==> config.mk <==
export PLATFORM = sky130hd
export DESIGN_NAME = anton_neopixel_stream_decoder
export DESIGN_NICKNAME = d
export VERILOG_FILES = /design/src/rtl/anton_neopixel_stream_decoder_pkg.sv /design/src/rtl/anton_neopixel_pulse_meter.sv /design/src/rtl/anton_neopixel_stream_decoder.sv
export SDC_FILE = /design/constraint.sdc
export NUM_CORES = 1
export LEC_CHECK = 0
export BUFFER_PORTS_ARGS = -buffer_cell sky130_fd_sc_hd__buf_2
export CORE_MARGIN = 5
export CORE_UTILIZATION = 35
export CTS_BUF_LIST = sky130_fd_sc_hd__clkbuf_4
export DETAILED_ROUTE_END_ITERATION = 8
export GPL_ROUTABILITY_DRIVEN = 0
export PLACE_DENSITY = 0.55
export SLEW_MARGIN = 20
export SYNTH_ARGS = -nofsm -noshare
export SYNTH_HDL_FRONTEND = slang
export SYNTH_HIERARCHICAL = 1
export SYNTH_SLANG_ARGS = --single-unit
==> constraint.sdc <==
create_clock -name clk6_4mhz -period 3.1 [get_ports clk6_4mhz]
set_input_delay 0.62 -clock clk6_4mhz [delete_from_list [all_inputs] [get_ports clk6_4mhz]]
set_output_delay 0.62 -clock clk6_4mhz [all_outputs]
set_load 0.02 [all_outputs]
==> src/rtl/anton_neopixel_stream_decoder_pkg.sv <==
// Shared constants for the NeoPixel stream decoder: FSM encoding, error bit
// positions, parameter defaults and the on-wire GRB to storage RGB remap.
package anton_neopixel_stream_decoder_pkg;

  localparam int BUFFER_END_DEFAULT    = 255;
  localparam int RESET_DELAY_DEFAULT   = 1920;
  localparam int ONE_THRESHOLD_DEFAULT = 4;
  localparam int HIGH_MAX_DEFAULT      = 7;

  localparam logic [2:0] DEC_SYNC  = 3'd0;
  localparam logic [2:0] DEC_IDLE  = 3'd1;
  localparam logic [2:0] DEC_HIGH  = 3'd2;
  localparam logic [2:0] DEC_LOW   = 3'd3;
  localparam logic [2:0] DEC_ERROR = 3'd4;

  localparam int ERR_TOO_LONG = 0;
  localparam int ERR_PARTIAL  = 1;
  localparam int ERR_OVERFLOW = 2;

  // Wire order is G,R,B; storage order is R,G,B.
  function automatic logic [1:0] grb_to_rgb(input logic [1:0] ch);
    case (ch)
      2'd0:    grb_to_rgb = 2'd1;
      2'd1:    grb_to_rgb = 2'd0;
      2'd2:    grb_to_rgb = 2'd2;
      default: grb_to_rgb = 2'd3;
    endcase
  endfunction

endpackage

==> src/rtl/anton_neopixel_pulse_meter.sv <==
// Synchronizes the serial line and measures high/low run lengths, flagging
// bit boundaries, over-long pulses and the frame-terminating low period.
module anton_neopixel_pulse_meter #(
  parameter int RESET_DELAY   = 1920,
  parameter int ONE_THRESHOLD = 4,
  parameter int HIGH_MAX      = 7
) (
  input  logic clk,
  input  logic rst,
  input  logic din,
  output logic rise,
  output logic bit_valid,
  output logic bit_value,
  output logic reset_seen,
  output logic too_long
);

  logic        meta;
  logic        s;
  logic        s_prev;
  logic [3:0]  high_run;
  logic [11:0] low_run;

  // Run counters hold the length of the run ending at the previous sample.
  always_ff @(posedge clk) begin
    if (rst) begin
      meta     <= 1'b0;
      s        <= 1'b0;
      s_prev   <= 1'b0;
      high_run <= 4'd0;
      low_run  <= 12'd0;
    end else begin
      meta   <= din;
      s      <= meta;
      s_prev <= s;
      if (s) begin
        if (high_run != 4'hF) high_run <= high_run + 4'd1;
        low_run <= 12'd0;
      end else begin
        high_run <= 4'd0;
        if (low_run != 12'(RESET_DELAY)) low_run <= low_run + 12'd1;
      end
    end
  end

  always_comb begin
    rise       = s & ~s_prev;
    bit_valid  = ~s & s_prev;
    bit_value  = (high_run >= 4'(ONE_THRESHOLD));
    too_long   = s & (high_run >= 4'(HIGH_MAX));
    reset_seen = (low_run == 12'(RESET_DELAY));
  end

endmodule

==> src/rtl/anton_neopixel_stream_decoder.sv <==
// WS2812-style receiver: decodes bits from pulse high-time, assembles bytes
// MSB-first and writes them to the pixel buffer in linear or 32-bit layout.
module anton_neopixel_stream_decoder
  import anton_neopixel_stream_decoder_pkg::*;
#(
  parameter int  BUFFER_END    = BUFFER_END_DEFAULT,
  parameter int  RESET_DELAY   = RESET_DELAY_DEFAULT,
  parameter int  ONE_THRESHOLD = ONE_THRESHOLD_DEFAULT,
  parameter int  HIGH_MAX      = HIGH_MAX_DEFAULT,
  localparam int BUFFER_BITS   = $clog2(BUFFER_END + 1)
) (
  input  logic                   clk6_4mhz,
  input  logic                   rst,
  input  logic                   din,
  input  logic                   enable,
  input  logic                   regCtrl32bit,
  input  logic                   regCtrlLimit,
  input  logic [12:0]            regMax,
  output logic                   wrEn,
  output logic [BUFFER_BITS-1:0] wrAddr,
  output logic [7:0]             wrData,
  output logic                   frameDone,
  output logic [BUFFER_BITS:0]   frameBytes,
  output logic [2:0]             errFlags
);

  logic [2:0]             state;
  logic                   rise, bit_valid, bit_value, reset_seen, too_long;
  logic [6:0]             byte_sr;
  logic [2:0]             bit_ix;
  logic [1:0]             chan;
  logic [BUFFER_BITS:0]   byte_ix;
  logic [BUFFER_BITS-2:0] pix;
  logic [BUFFER_BITS:0]   frame_cnt;
  logic [BUFFER_BITS-1:0] limit;
  logic [BUFFER_BITS-1:0] addr;
  logic                   over;
  logic                   unused_bits;

  assign unused_bits = ^regMax;

  anton_neopixel_pulse_meter #(
    .RESET_DELAY  (RESET_DELAY),
    .ONE_THRESHOLD(ONE_THRESHOLD),
    .HIGH_MAX     (HIGH_MAX)
  ) u_meter (
    .clk       (clk6_4mhz),
    .rst       (rst),
    .din       (din),
    .rise      (rise),
    .bit_valid (bit_valid),
    .bit_value (bit_value),
    .reset_seen(reset_seen),
    .too_long  (too_long)
  );

  // In 32-bit mode a whole pixel is accepted or rejected by its base address.
  always_comb begin
    limit = regCtrlLimit ? regMax[BUFFER_BITS-1:0] : BUFFER_BITS'(BUFFER_END);
    if (regCtrl32bit) begin
      addr = {pix[BUFFER_BITS-3:0], grb_to_rgb(chan)};
      over = (pix > {1'b0, limit[BUFFER_BITS-1:2]});
    end else begin
      addr = byte_ix[BUFFER_BITS-1:0];
      over = (byte_ix > {1'b0, limit});
    end
  end

  // Decoder FSM, byte assembly and buffer write port.
  always_ff @(posedge clk6_4mhz) begin
    if (rst) begin
      state      <= DEC_SYNC;
      byte_sr    <= 7'd0;
      bit_ix     <= 3'd0;
      chan       <= 2'd0;
      byte_ix    <= '0;
      pix        <= '0;
      frame_cnt  <= '0;
      wrEn       <= 1'b0;
      wrAddr     <= '0;
      wrData     <= 8'd0;
      frameDone  <= 1'b0;
      frameBytes <= '0;
      errFlags   <= 3'd0;
    end else begin
      wrEn      <= 1'b0;
      frameDone <= 1'b0;
      if (!enable) begin
        state <= DEC_SYNC;
      end else begin
        case (state)
          DEC_SYNC, DEC_ERROR: begin
            if (reset_seen) state <= DEC_IDLE;
          end
          DEC_IDLE: begin
            byte_sr   <= 7'd0;
            bit_ix    <= 3'd0;
            chan      <= 2'd0;
            byte_ix   <= '0;
            pix       <= '0;
            frame_cnt <= '0;
            errFlags  <= 3'd0;
            if (rise) state <= DEC_HIGH;
          end
          DEC_HIGH: begin
            if (too_long) begin
              errFlags[ERR_TOO_LONG] <= 1'b1;
              state <= DEC_ERROR;
            end else if (bit_valid) begin
              byte_sr <= {byte_sr[5:0], bit_value};
              bit_ix  <= bit_ix + 3'd1;
              state   <= DEC_LOW;
              if (bit_ix == 3'd7) begin
                wrData <= {byte_sr, bit_value};
                wrAddr <= addr;
                if (over) begin
                  errFlags[ERR_OVERFLOW] <= 1'b1;
                end else begin
                  wrEn      <= 1'b1;
                  frame_cnt <= frame_cnt + (BUFFER_BITS+1)'(1);
                end
                if (byte_ix != '1) byte_ix <= byte_ix + (BUFFER_BITS+1)'(1);
                if (chan == 2'd2) begin
                  chan <= 2'd0;
                  if (pix != '1) pix <= pix + (BUFFER_BITS-1)'(1);
                end else begin
                  chan <= chan + 2'd1;
                end
              end
            end
          end
          DEC_LOW: begin
            if (reset_seen) begin
              if (bit_ix != 3'd0) errFlags[ERR_PARTIAL] <= 1'b1;
              frameDone  <= 1'b1;
              frameBytes <= frame_cnt;
              state      <= DEC_IDLE;
            end else if (rise) begin
              state <= DEC_HIGH;
            end
          end
          default: state <= DEC_SYNC;
        endcase
      end
    end
  end

endmodule

==> results of run 1 <==
==> synthesized netlist by cell type, types with 3 or more instances <==
| library cell | instances |
|---|---|
| a211oi_1 | 12 |
| a21o_1 | 5 |
| a21oi_1 | 39 |
| a22oi_1 | 12 |
| a31oi_1 | 6 |
| and3_1 | 4 |
| buf_2 | 5 |
| clkbuf_1 | 14 |
| dfxtp_1 | 89 |
| ha_1 | 26 |
| inv_1 | 16 |
| mux2i_1 | 17 |
| nand2_1 | 43 |
| nand2b_1 | 5 |
| nand3_1 | 18 |
| nand3b_1 | 3 |
| nand4_1 | 9 |
| nor2_1 | 68 |
| nor2_2 | 3 |
| nor2b_1 | 11 |
| nor3_1 | 12 |
| o211ai_1 | 6 |
| o21ai_0 | 12 |
| o31ai_1 | 5 |
| or2_2 | 4 |
| or3_1 | 8 |
| xor2_1 | 11 |
==> state kept, by name, summed over array words and instances (netlist names) <==
register / cells
byte_ix: 9
bit_ix: 3
byte_sr: 7
wrEn: 1
chan: 2
pix: 7
state: 3
frame_cnt: 9
u_meter/s_prev: 1
wrData: 8
u_meter/meta: 1
errFlags: 3
u_meter/low_run: 12
frameDone: 1
wrAddr: 8
u_meter/high_run: 4
frameBytes: 9
u_meter/s: 1
==> cell families (layout without fill, tap and decap cells) <==
family | count (synthesis) | in the layout | share of synthesized area [%]
flip-flops | 89 | 89 | 40.5
other | 0 | 1 | 0
multiplexers | 17 | 17 | 3.87
AND/OR/NAND/NOR | 215 | 215 | 25.4
XOR/XNOR | 13 | 13 | 2.59
adder cells (fa/ha/maj) | 26 | 26 | 7.40
buffers and inverters | 38 | 82 | 3.64
AO/OA/AOI/OAI | 110 | 110 | 16.5
==> cell type report <==
type | count | share of cell area [%]
clock buffers | 9 | 1.36
clock inverters | 6 | 1.84
multi-input cells | 381 | 49.6
well taps | 172 | 4.35
flip-flops and latches | 89 | 36.0
inverters | 16 | 1.21
repair buffers | 51 | 5.56
diodes | 1 | 0.0505
==> metal layers <==
metal / share of wire, % / up-vias / global-route usage, %
li1: - / 1894 / -
met1: 50 / 1769 / 18.8
met2: 46 / 53 / 23.1
met3: 2.8 / 16 / 2.60
met4: 1.7 / 0 / 5.95
met5: 0 / - / 0
==> critical path, cell delays in order (launching register included) <==
cell and delay, ps:
dfxtp_1 370, ha_1 270, a21oi_1 170, nor2b_1 90
nand4bb_1 300, a21o_1 270, buf_4 190, nor2_2 240
nand4_1 250, or3_1 370, a21oi_1 140
==> how the worst min path moves through the flow <==
stage | start | to | slack, ps
final | din | u_meter/meta$_SDFF_PP0_ | 390
after global routing | din | u_meter/meta$_SDFF_PP0_ | 370
after CTS | din | u_meter/meta$_SDFF_PP0_ | 350
after global placement | u_meter/meta$_SDFF_PP0_ | u_meter/s$_SDFF_PP0_ | 430
after detailed placement | u_meter/meta$_SDFF_PP0_ | u_meter/s$_SDFF_PP0_ | 430
after floorplan | u_meter/meta$_SDFF_PP0_ | u_meter/s$_SDFF_PP0_ | 410
==> where the power goes <==
| group | switching (mW) | internal (mW) | total, mW |
|---|---|---|---|
| combinational | 0.0484 | 0.0297 | 0.0780 |
| sequential | 0.00661 | 1.15 | 1.16 |
| clock | 0.408 | 0.327 | 0.735 |
==> metrics by stage <==
stage,instances,setup WS (ps),power [mW]
3_3_place_gp,709,164,1.26
2_1_floorplan,508,475,1.23
3_5_place_dp,709,92.9,1.26
6_report,725,413,1.97
4_1_cts,724,377,2.00
5_1_grt,725,107,2.06
==> reports/qor.yml, run 1 <==
track_usage_pct: 14.3
post-dp-hpwl_mm: 7.39
post_cts_buffers: 0
period_needed_ps: 2690
start_util_pct: 35.3
layout_common_cells: "89 x dfxtp_1, 68 x nor2_1, 43 x nand2_1, 43 x buf_2, 39 x a21oi_1"
htreeDepth: 3
power_density_mw_per_mm2: 398
hold_path_class: "input port to flip-flop"
hold_violations: 0
finalMaxSlewViolations: 0
cts-root-buf: "clkbuf_4"
syn_area_mm2: 0.00440
cp-endpoint: "byte_ix[7]$_SDFFE_PP0P_"
rsz0062_at_grt: "false"
reg2reg_slack_ps: 410
max_slew_margin_pct: 51.0
antenna_left: 0
register_area_mm2: 0.00178
outcome: "finished, final reports clean"
r2r_end: "byte_ix[7]$_SDFFE_PP0P_"
ys_seq_elements: 89
timing.final.crit_share_pct: 86.7
fin_setup_tns_ps: 0
clock_skew_ps: 24.4
antenna_found_initial: 1
critical_path_arrival_ps: 3090
final_core_util_pct: 39.7
grt_pass1_vias: 3564
cts_buffers: 9
min_path_cells: 2
synth_top_area_share_pct: 40.5
die_w_um: 122
clk_pin_slew_ps: 160
path_max_fanout: 13
holdWs_ps: 390
first_pass_iters: 4
hold_buffers: 0
synthCells: 508
syn2layout_area_growth_pct: 12.6
clockBufferDepth: 2
cts_tree: "yes"
portBuffers: 43
clock-sinks: 89
coreArea_mm2: 0.0125
drc: 0
syn_avg_cell_area_um2: 8.65
r2r_cells: 10
ys_async_sr_fraction_pct: 0
ys.flop_type: "dfxtp_1"
drt-total-wl_mm: 10.3
r2r-start: "u_meter/high_run[0]$_SDFFE_PP0P_"
cp.required_ps: 3500
n_fill_cell: 1300
grt_overflow: 0
criticalPathCategory: "flip-flop to flip-flop"
fp.dieH_um: 122
finalInstanceArea_mm2: 0.00495
synth_area_leader_cell: "dfxtp_1"
top_level_ports: 49
die_area_mm2: 0.0149
seq_area_frac_synth_pct: 40.5
yosysWarningCount: 6
synth_fp_nets: 553
synth.distinct_cells: 64
num_vias: 3732
critPathLaunch: "u_meter/high_run[0]$_SDFFE_PP0P_"
synth_edf_count: 0
wl_per_cell_um: 14.1
clk-insertion-delay-late_ps: 460
end_kind: "flip-flop"
vias_per_cell: 5.15
finalSetupViolCount: 0
max_freq_mhz: 372
max_cap_viol_count: 0
grt_pass1_wl_mm: 17.0
cts_resized: 0
multiInputGateArea_mm2: 0.00246
drtIter0Drc: 223
final_layout_size_suffix_gt1_share_pct: 15.6
synthTopCellsByArea: "dfxtp_1 41%, ha_1 7.4%, nor2_1 5.8%, a21oi_1 4.4%, mux2i_1 3.9%"
grt_max_degree: 43
vdd_drop_max_uv: 178
p_leak_nw: 1.91
placed_area_mm2: 0.00479
rows: 41
final_nets: 593
layout_commonest_cell: "dfxtp_1"
critPathLaunchType: "flip-flop"
worstMarginPinSlew_ps: 736
(Power assumes the default switching activity.)
==> run 2, diff against run 1 <==
Settings changed: BUFFER_PORTS_ARGS -buffer_cell sky130_fd_sc_hd__buf_2 to unset, DONT_BUFFER_PORTS set to 1, PLACE_DENSITY 0.55 to 0.52.
==> reports/qor.yml, run 2 (same netlist as run 1, synthesis figures left out) <==
finalInstanceArea_mm2: 0.00473
hold-path-endpoint: "frameBytes[4]$_SDFFE_PP0P_"
grt_pass1_vias: 3268
clockBufferDepth: 2
max_freq_mhz: 394
final.setup.worst_slack_ps: 563
clock_skew_ps: 27.8
path_max_fanout: 24
layout_common_cells: "89 x dfxtp_1, 68 x nor2_1, 43 x nand2_1, 39 x a21oi_1, 26 x ha_1"
critPathLaunch: "u_meter/high_run[0]$_SDFFE_PP0P_"
cp.required_ps: 3470
final_nets: 550
critPathLaunchType: "flip-flop"
n_antenna_cell: 0
max_slew_margin_pct: 65.2
clk-insertion-delay-late_ps: 450
largest_reg_flops: 12
final_core_util_pct: 37.9
start_util_pct: 35.3
die_area_mm2: 0.0149
post-dp-hpwl_mm: 7.01
top_level_ports: 49
r2r_end: "frame_cnt[0]$_SDFFE_PP0P_"
holdWs_ps: 244
final_layout_size_suffix_gt1_share_pct: 8.25
hold_buffers: 0
criticalPathCategory: "flip-flop to flip-flop"
r2r_cells: 10
r2r-start: "u_meter/high_run[0]$_SDFFE_PP0P_"
drc: 0
dpl.cell_count: 666
power_density_mw_per_mm2: 410
vdd_drop_max_uv: 195
hold_violations: 0
reg2reg_slack_ps: 560
cts-root-buf: "clkbuf_4"
antenna_found_initial: 0
maxUsedRoutingLayer: "met4"
fin_cells: 681
timing.final.crit_share_pct: 81.8
min_path_cells: 1
drtIter0Drc: 147
syn2layout_area_growth_pct: 7.60
finalPower_mw: 1.94
die_w_um: 122
cts_resized: 0
placed_area_mm2: 0.00457
wl_met1_mm: 4.59
critical_path_arrival_ps: 2910
finalMaxSlewViolations: 0
worstMarginPinSlew_ps: 521
p_leak_nw: 1.68
regMostFlops: "u_meter/low_run"
track_usage_pct: 13.3
cts_tree: "yes"
hold_start: "rst"
wl_met2_mm: 4.51
finalSetupViolCount: 0
end_kind: "flip-flop"
htreeDepth: 3
coreArea_mm2: 0.0125
antenna_left: 0
max_cap_viol_count: 0
place_ws_ps: 260
grt_max_degree: 63
cts_buffers: 9
grt_pass1_wl_mm: 15.7
vias_per_cell: 5.26
grt_overflow: 0
layout_commonest_cell: "dfxtp_1"
wl_per_cell_um: 14.3
fp.dieH_um: 122
fin_setup_tns_ps: 0
hold_path_class: "input port to flip-flop"
rsz0062_at_grt: "false"
clk_pin_slew_ps: 140
wl_met3_um: 477
num_vias: 3580
period_needed_ps: 2540
first_pass_iters: 4
rows: 41
clock-sinks: 89
outcome: "finished, final reports clean"
portBuffers: 0
post_cts_buffers: 0
drt-total-wl_mm: 9.71
[run 2: changes by cell type in the layout (fill, tap and decap cells not counted)]
cell	previous run	this run
diode_2	1	0
buf_2	43	0
o21bai_2	1	0
o21bai_1	0	1
[run 2: worst max-delay path: stages, from the launching register on]
cell and delay, ps:
dfxtp_1 360, ha_1 260, a21oi_1 170, nor2b_1 100
nand4bb_1 320, a21o_1 290, a21o_1 280, nor2_2 110
buf_4 260, a21oi_1 100, a311oi_1 230
[run 2: metal layers]
metal | track usage, % | up-vias
met3 | 3.99 | 7
met2 | 21.2 | 54
met5 | 0 | -
met1 | 17.0 | 1706
met4 | 4.76 | 0
li1 | - | 1813
[run 2: layout make-up]
cell class | instances | area [um^2]
Clock buffer | 9 | 67.6
Clock inverter | 6 | 91.3
Fill cell | 1270 | 7740
Inverter | 16 | 60.1
Multi-Input combinational cell | 381 | 2450
Sequential cell | 89 | 1780
Tap cell | 172 | 215
Timing Repair Buffer | 8 | 60.1
[run 2: how the worst max path moves through the flow]
| stage | to | slack (ps) |
|---|---|---|
| floorplan | frame_cnt[8]$_SDFFE_PP0P_ | 480 |
| global placement | frame_cnt[8]$_SDFFE_PP0P_ | 280 |
| detailed placement | frame_cnt[8]$_SDFFE_PP0P_ | 260 |
| CTS | frame_cnt[0]$_SDFFE_PP0P_ | 510 |
| global route | frame_cnt[0]$_SDFFE_PP0P_ | 300 |
| finish | frame_cnt[0]$_SDFFE_PP0P_ | 560 |
[run 2: report_power, final]
group / total, mW / switching [mW] / internal, mW
clock: 0.731 / 0.404 / 0.327
sequential: 1.16 / 0.00647 / 1.15
combinational: 0.0518 / 0.0279 / 0.0238
